--- src/rtl/seq_pkg.sv ---
// Shared definitions for the "111" transmitter and the detector that consumes its stream.
package seq_pkg;

    typedef enum logic {
        IDLE  = 1'b0,
        SHIFT = 1'b1
    } state_t;

    localparam int RUN_W   = 2;
    localparam int RUN_LEN = 3;

    // Value the tracker holds once RUN_LEN-1 ones have been seen; the next 1 completes a run.
    localparam logic [RUN_W-1:0] RUN_MAX = RUN_W'(RUN_LEN - 1);

endpackage

--- src/rtl/run_tracker.sv ---
// Saturating count of consecutive 1s on a qualified bit stream; flags each bit that completes a run.
module run_tracker
    import seq_pkg::*;
(
    input  logic clk,
    input  logic rst,
    input  logic valid,
    input  logic bit_in,
    output logic mark
);

    logic [RUN_W-1:0] run_reg;
    logic [RUN_W-1:0] run_next;

    // An idle gap breaks the run; back-to-back valid bits keep it alive across frames.
    always_comb begin
        run_next = '0;
        if (valid && bit_in) begin
            run_next = (run_reg == RUN_MAX) ? RUN_MAX : run_reg + 1'b1;
        end
    end

    always_ff @(posedge clk or negedge rst) begin
        if (!rst) begin
            run_reg <= '0;
        end else begin
            run_reg <= run_next;
        end
    end

    assign mark = valid & bit_in & (run_reg == RUN_MAX);

endmodule

--- src/rtl/seq_gen111.sv ---
// Serial pattern transmitter: shifts a WIDTH-bit frame out MSB-first with golden "111" marks and a hit count.
module seq_gen111
    import seq_pkg::*;
#(
    parameter int WIDTH = 16,
    parameter int CW    = $clog2(WIDTH + 1)
) (
    input  logic             clk,
    input  logic             rst,
    input  logic             start,
    input  logic [WIDTH-1:0] pattern,
    output logic             ready,
    output logic             out,
    output logic             valid,
    output logic             last,
    output logic             mark,
    output logic [CW-1:0]    hit_cnt
);

    localparam int BW = $clog2(WIDTH);
    localparam logic [BW-1:0] CNT_LOAD = BW'(WIDTH - 1);

    state_t           state_reg;
    state_t           state_next;
    logic [WIDTH-1:0] shift_reg;
    logic [WIDTH-1:0] shift_next;
    logic [BW-1:0]    cnt_reg;
    logic [BW-1:0]    cnt_next;
    logic [CW-1:0]    hit_cnt_reg;
    logic [CW-1:0]    hit_cnt_next;
    logic             accept;
    logic             final_bit;

    assign final_bit = (state_reg == SHIFT) && (cnt_reg == '0);
    assign accept    = ready && start;

    // State register
    always_ff @(posedge clk or negedge rst) begin
        if (!rst) begin
            state_reg <= IDLE;
        end else begin
            state_reg <= state_next;
        end
    end

    // Next-state logic: a start on the final bit chains the next frame with no gap.
    always_comb begin
        state_next = state_reg;
        case (state_reg)
            IDLE: begin
                if (start) begin
                    state_next = SHIFT;
                end
            end
            SHIFT: begin
                if (final_bit) begin
                    state_next = start ? SHIFT : IDLE;
                end
            end
            default: state_next = IDLE;
        endcase
    end

    // Output logic
    always_comb begin
        ready = 1'b0;
        valid = 1'b0;
        out   = 1'b0;
        last  = 1'b0;
        case (state_reg)
            IDLE: begin
                ready = 1'b1;
            end
            SHIFT: begin
                valid = 1'b1;
                out   = shift_reg[WIDTH-1];
                last  = final_bit;
                ready = final_bit;
            end
            default: ;
        endcase
    end

    run_tracker u_run_tracker (
        .clk    (clk),
        .rst    (rst),
        .valid  (valid),
        .bit_in (out),
        .mark   (mark)
    );

    // Datapath: the counter wraps after the final bit of a non-chained frame, which is harmless in IDLE.
    always_comb begin
        shift_next   = shift_reg;
        cnt_next     = cnt_reg;
        hit_cnt_next = hit_cnt_reg;
        if (accept) begin
            shift_next   = pattern;
            cnt_next     = CNT_LOAD;
            hit_cnt_next = '0;
        end else if (valid) begin
            shift_next = {shift_reg[WIDTH-2:0], 1'b0};
            cnt_next   = cnt_reg - 1'b1;
            if (mark) begin
                hit_cnt_next = hit_cnt_reg + 1'b1;
            end
        end
    end

    always_ff @(posedge clk or negedge rst) begin
        if (!rst) begin
            shift_reg   <= '0;
            cnt_reg     <= '0;
            hit_cnt_reg <= '0;
        end else begin
            shift_reg   <= shift_next;
            cnt_reg     <= cnt_next;
            hit_cnt_reg <= hit_cnt_next;
        end
    end

    assign hit_cnt = hit_cnt_reg;

endmodule

--- config.mk ---
export PLATFORM = sky130hd
export DESIGN_NAME = seq_gen111
export DESIGN_NICKNAME = d
export VERILOG_FILES = /design/src/rtl/seq_pkg.sv /design/src/rtl/run_tracker.sv /design/src/rtl/seq_gen111.sv
export SDC_FILE = /design/constraint.sdc
export NUM_CORES = 1
export LEC_CHECK = 0
export CORE_ASPECT_RATIO = 1.75
export CORE_MARGIN = 4
export CORE_UTILIZATION = 46
export DETAILED_ROUTE_END_ITERATION = 7
export PLACE_DENSITY = 0.85
export SYNTH_ARGS = -nofsm -noshare
export SYNTH_HDL_FRONTEND = slang
export SYNTH_SLANG_ARGS = --single-unit
export TNS_END_PERCENT = 1
--- constraint.sdc ---
create_clock -name clk -period 1.3 [get_ports clk]
set_input_delay 0.195 -clock clk [delete_from_list [all_inputs] [get_ports clk]]
set_output_delay 0.195 -clock clk [all_outputs]
set_load 0.02 [all_outputs]
==> run_results.csv <==
group,metric,value,unit
status,status,"finished with violations",
status,violations,"negative setup slack",
yosys,synth-edff-count,0,
die,die_x,51.2,µm
yosys,yosysTopAreaCell,"dfrtp_1",
yosys,synth_commonest_cells,"dfrtp_1, a211o_1, nor2b_1",
yosys,ys_seq_area_frac,0.467,
setup_path,arrival,1.56,ns
yosys,ys_seq_elements,28,
yosys,async_reset_ff_frac,1.00,
timing,worstMarginPinSlew,0.266,ns
global_routing,globalRouteOverflowTotal,0,
clock_network,tritoncts,"done",
placement,gp_congestion,0.809,
setup_path,critPathRequiredTime,1.47,ns
yosys,ys.flop_type,"dfrtp_1",
placement,place_ws,-0.349,ns
die,die_area,0.00427,mm²
global_routing,grt_pass1_vias,1313,
setup_path,cp_slowest_cell,"dfrtp_1",
timing,fmax,0.715,GHz
clock_network,clk_pin_slew,0.09,ns
finish,drive_above_1_share,0.278,
detailed_routing,final_antenna_net_count,0,
timing,finalCritPeriodShare,1.08,
die,start_util,0.477,
finish,syn2layout_area_growth,37.5,%
yosys,ys_top_cells_by_area,"dfrtp_1, a211o_1, o221a_1",
timing,fin_worst_skew,0.00196,ns
yosys,syn_avg_cell_area,11.3,µm²
timing,slew_viol_final,0,
power,ir_worst_vdd,0.00103,V
global_routing,grt_max_degree,29,
setup_path,critPathCaptureType,"flip-flop",
yosys,synthesis.instances,133,
finish,antennaDiodeCount,0,
finish,fin_area,0.00206,mm²
setup_path,crit_fanout,18,
clock_network,clock_sinks,28,
die,core-area,0.00314,mm²
timing,setup_violations,25,
detailed_routing,routed_wirelength,3480,µm
timing,slew_headroom,0.820,
clock_network,cts_buffers,3,
die,num_rows,27,
yosys,synth_cell_types,34,
setup_path,critPathMaxStageDelay,0.38,ns
detailed_routing,drc,0,
detailed_routing,firstDrtPassIters,4,
finish,fillers,247,
clock_network,hold_buffers,0,
yosys,synthesis.area,0.00150,mm²
placement,place_area,0.00197,mm²
timing,fin_hold_ws,0.273,ns
finish,nets,201,
detailed_routing,vias_per_cell,5.69,
placement,hpwlAfterDp,2520,µm
global_routing,antenna_found_initial,0,
global_routing,grt_pass1_wl,5740,µm
detailed_routing,wl_per_cell,15.9,µm
finish,largest_register_ffs,16,
flow_run,maxCapViolCount,0,
setup_path,critPathKind,"flip-flop to flip-flop",
timing,rsz0062_at_grt,"true",
setup_path,crit_chain,"inv_2 > ha_4 > nand4bb_1 > buf_12 > nand2_8 > o221a_2",
placement,io_buffers,28,
timing,fin_crit,1.40,ns
timing,finalHoldViolCount,0,
detailed_routing,vias,1247,
global_routing,track_usage,0.175,
setup_path,startpoint_type,"flip-flop",
min_path,hold_class,"input port to asynchronous set/reset pin",
clock_network,clock-root-buffer,"clkbuf_8",
clock_network,cts_setup_buffers,0,
clock_network,ctsLongestPathBuffers,2,
clock_network,h-tree-depth,1,
power,power.leakage,0.904,nW
die,dieHeight,83.5,µm
timing,finalWorstSetupSlack,-0.0988,ns
yosys,yosysMostFrequentCell,"dfrtp_1",
detailed_routing,drt_iter0_drc,32,
finish,utilization,0.656,
yosys,syn_nets,157,
clock_network,clk_latency,0.27,ns
power,power.density,2020,mW/mm²
die,pin_count,29,
yosys,yosysTopAreaCellShare,0.467,
yosys,yosysWarnings,0,
==> cell families (layout without fill, tap and decap cells) <==
group,after synthesis,in the layout,share of synthesized area
AND/OR/NAND/NOR,40,40,0.160
adder cells (fa/ha/maj),5,5,0.0417
buffers and inverters,15,58,0.0534
XOR/XNOR,4,4,0.0234
multiplexers,1,1,0.00668
flip-flops,28,28,0.467
AO/OA/AOI/OAI,40,40,0.247
==> final cells by class <==
cell class / count / area [µm²] / area share
multi-input cells: 90 / 773 / 0.375
clock buffers: 4 / 55.1 / 0.0267
flip-flops and latches: 28 / 702 / 0.341
repair buffers: 49 / 458 / 0.222
inverters: 5 / 18.8 / 0.00911
well taps: 43 / 53.8 / 0.0261
==> per-stage QoR <==
stage	cells	TNS, ns	power (mW)
2_1_floorplan	133	-0.246	2.73
3_3_place_gp	215	-6.90	3.48
3_5_place_dp	215	-7.79	3.61
4_1_cts	219	-1.49	4.15
5_1_grt	219	-3.19	4.46
6_report	219	-1.56	4.17
==> where the power goes <==
group	switching, mW	total [mW]	internal [mW]
registers	0.264	1.53	1.27
clock network	0.264	0.535	0.271
logic	0.940	2.10	1.16
total	1.47	4.17	2.70
==> final timing paths <==
kind	start	endpoint	slack (ns)	cells past startpoint
min in group clk	shift_reg[0]$_DFFE_PN0P_	shift_reg[0]$_DFFE_PN0P_	0.52	1
max in group asynchronous	rst	state_reg$_DFF_PN0_	0.85	2
worst min register to register	shift_reg[0]$_DFFE_PN0P_	shift_reg[0]$_DFFE_PN0P_	0.52	1
worst min-delay path	rst	shift_reg[1]$_DFFE_PN0P_	0.27	2
worst max register to register	cnt_reg[0]$_DFFE_PN0P_	shift_reg[4]$_DFFE_PN0P_	-0.1	6
worst max-delay path	cnt_reg[0]$_DFFE_PN0P_	shift_reg[4]$_DFFE_PN0P_	-0.1	6
==> per-layer routing <==
metal | vias up | part of all wire | global-route usage
li1 | 587 | - | -
met1 | 614 | 0.39 | 0.184
met2 | 35 | 0.55 | 0.322
met3 | 11 | 0.028 | 0.0233
met4 | 0 | 0.028 | 0.0882
met5 | - | 0 | 0
==> repair_timing <==
| item | CTS | global route |
|---|---|---|
| gates resized for setup | 39 | 5 |
| pin swaps | 5 | 1 |
| setup endpoints to repair | 34 | 28 |
==> critical path, delay by kind of cell (launching register included) <==
kind,cells,cell delay [ns]
buf+inv,2,0.24
compound gates,1,0.26
flops,1,0.38
simple gates,2,0.24
fa+ha+maj,1,0.16
==> cell usage in the layout (no fill, tap or decap), types with 2 or more instances in the layout <==
master           instances
ha_4                     2
o221a_2                  5
dlygate4sd2_1            5
or3_1                    2
xnor2_1                  2
clkbuf_8                 4
clkdlybuf4s50_1         18
o221a_1                 10
and2b_1                  3
inv_1                    2
dfrtp_1                 27
buf_12                   2
a211o_1                 15
buf_6                    5
nand4_1                  2
o21ai_0                  2
nor2b_1                 12
a21oi_1                  2
inv_2                    3
buf_4                   17
nor2_1                   3
nand2b_1                 2
nor2_2                   2
ha_1                     3
buf_2                    2
xor2_1                   2
nand2_1                  4
and3_1                   3
(Power assumes the default switching activity.)
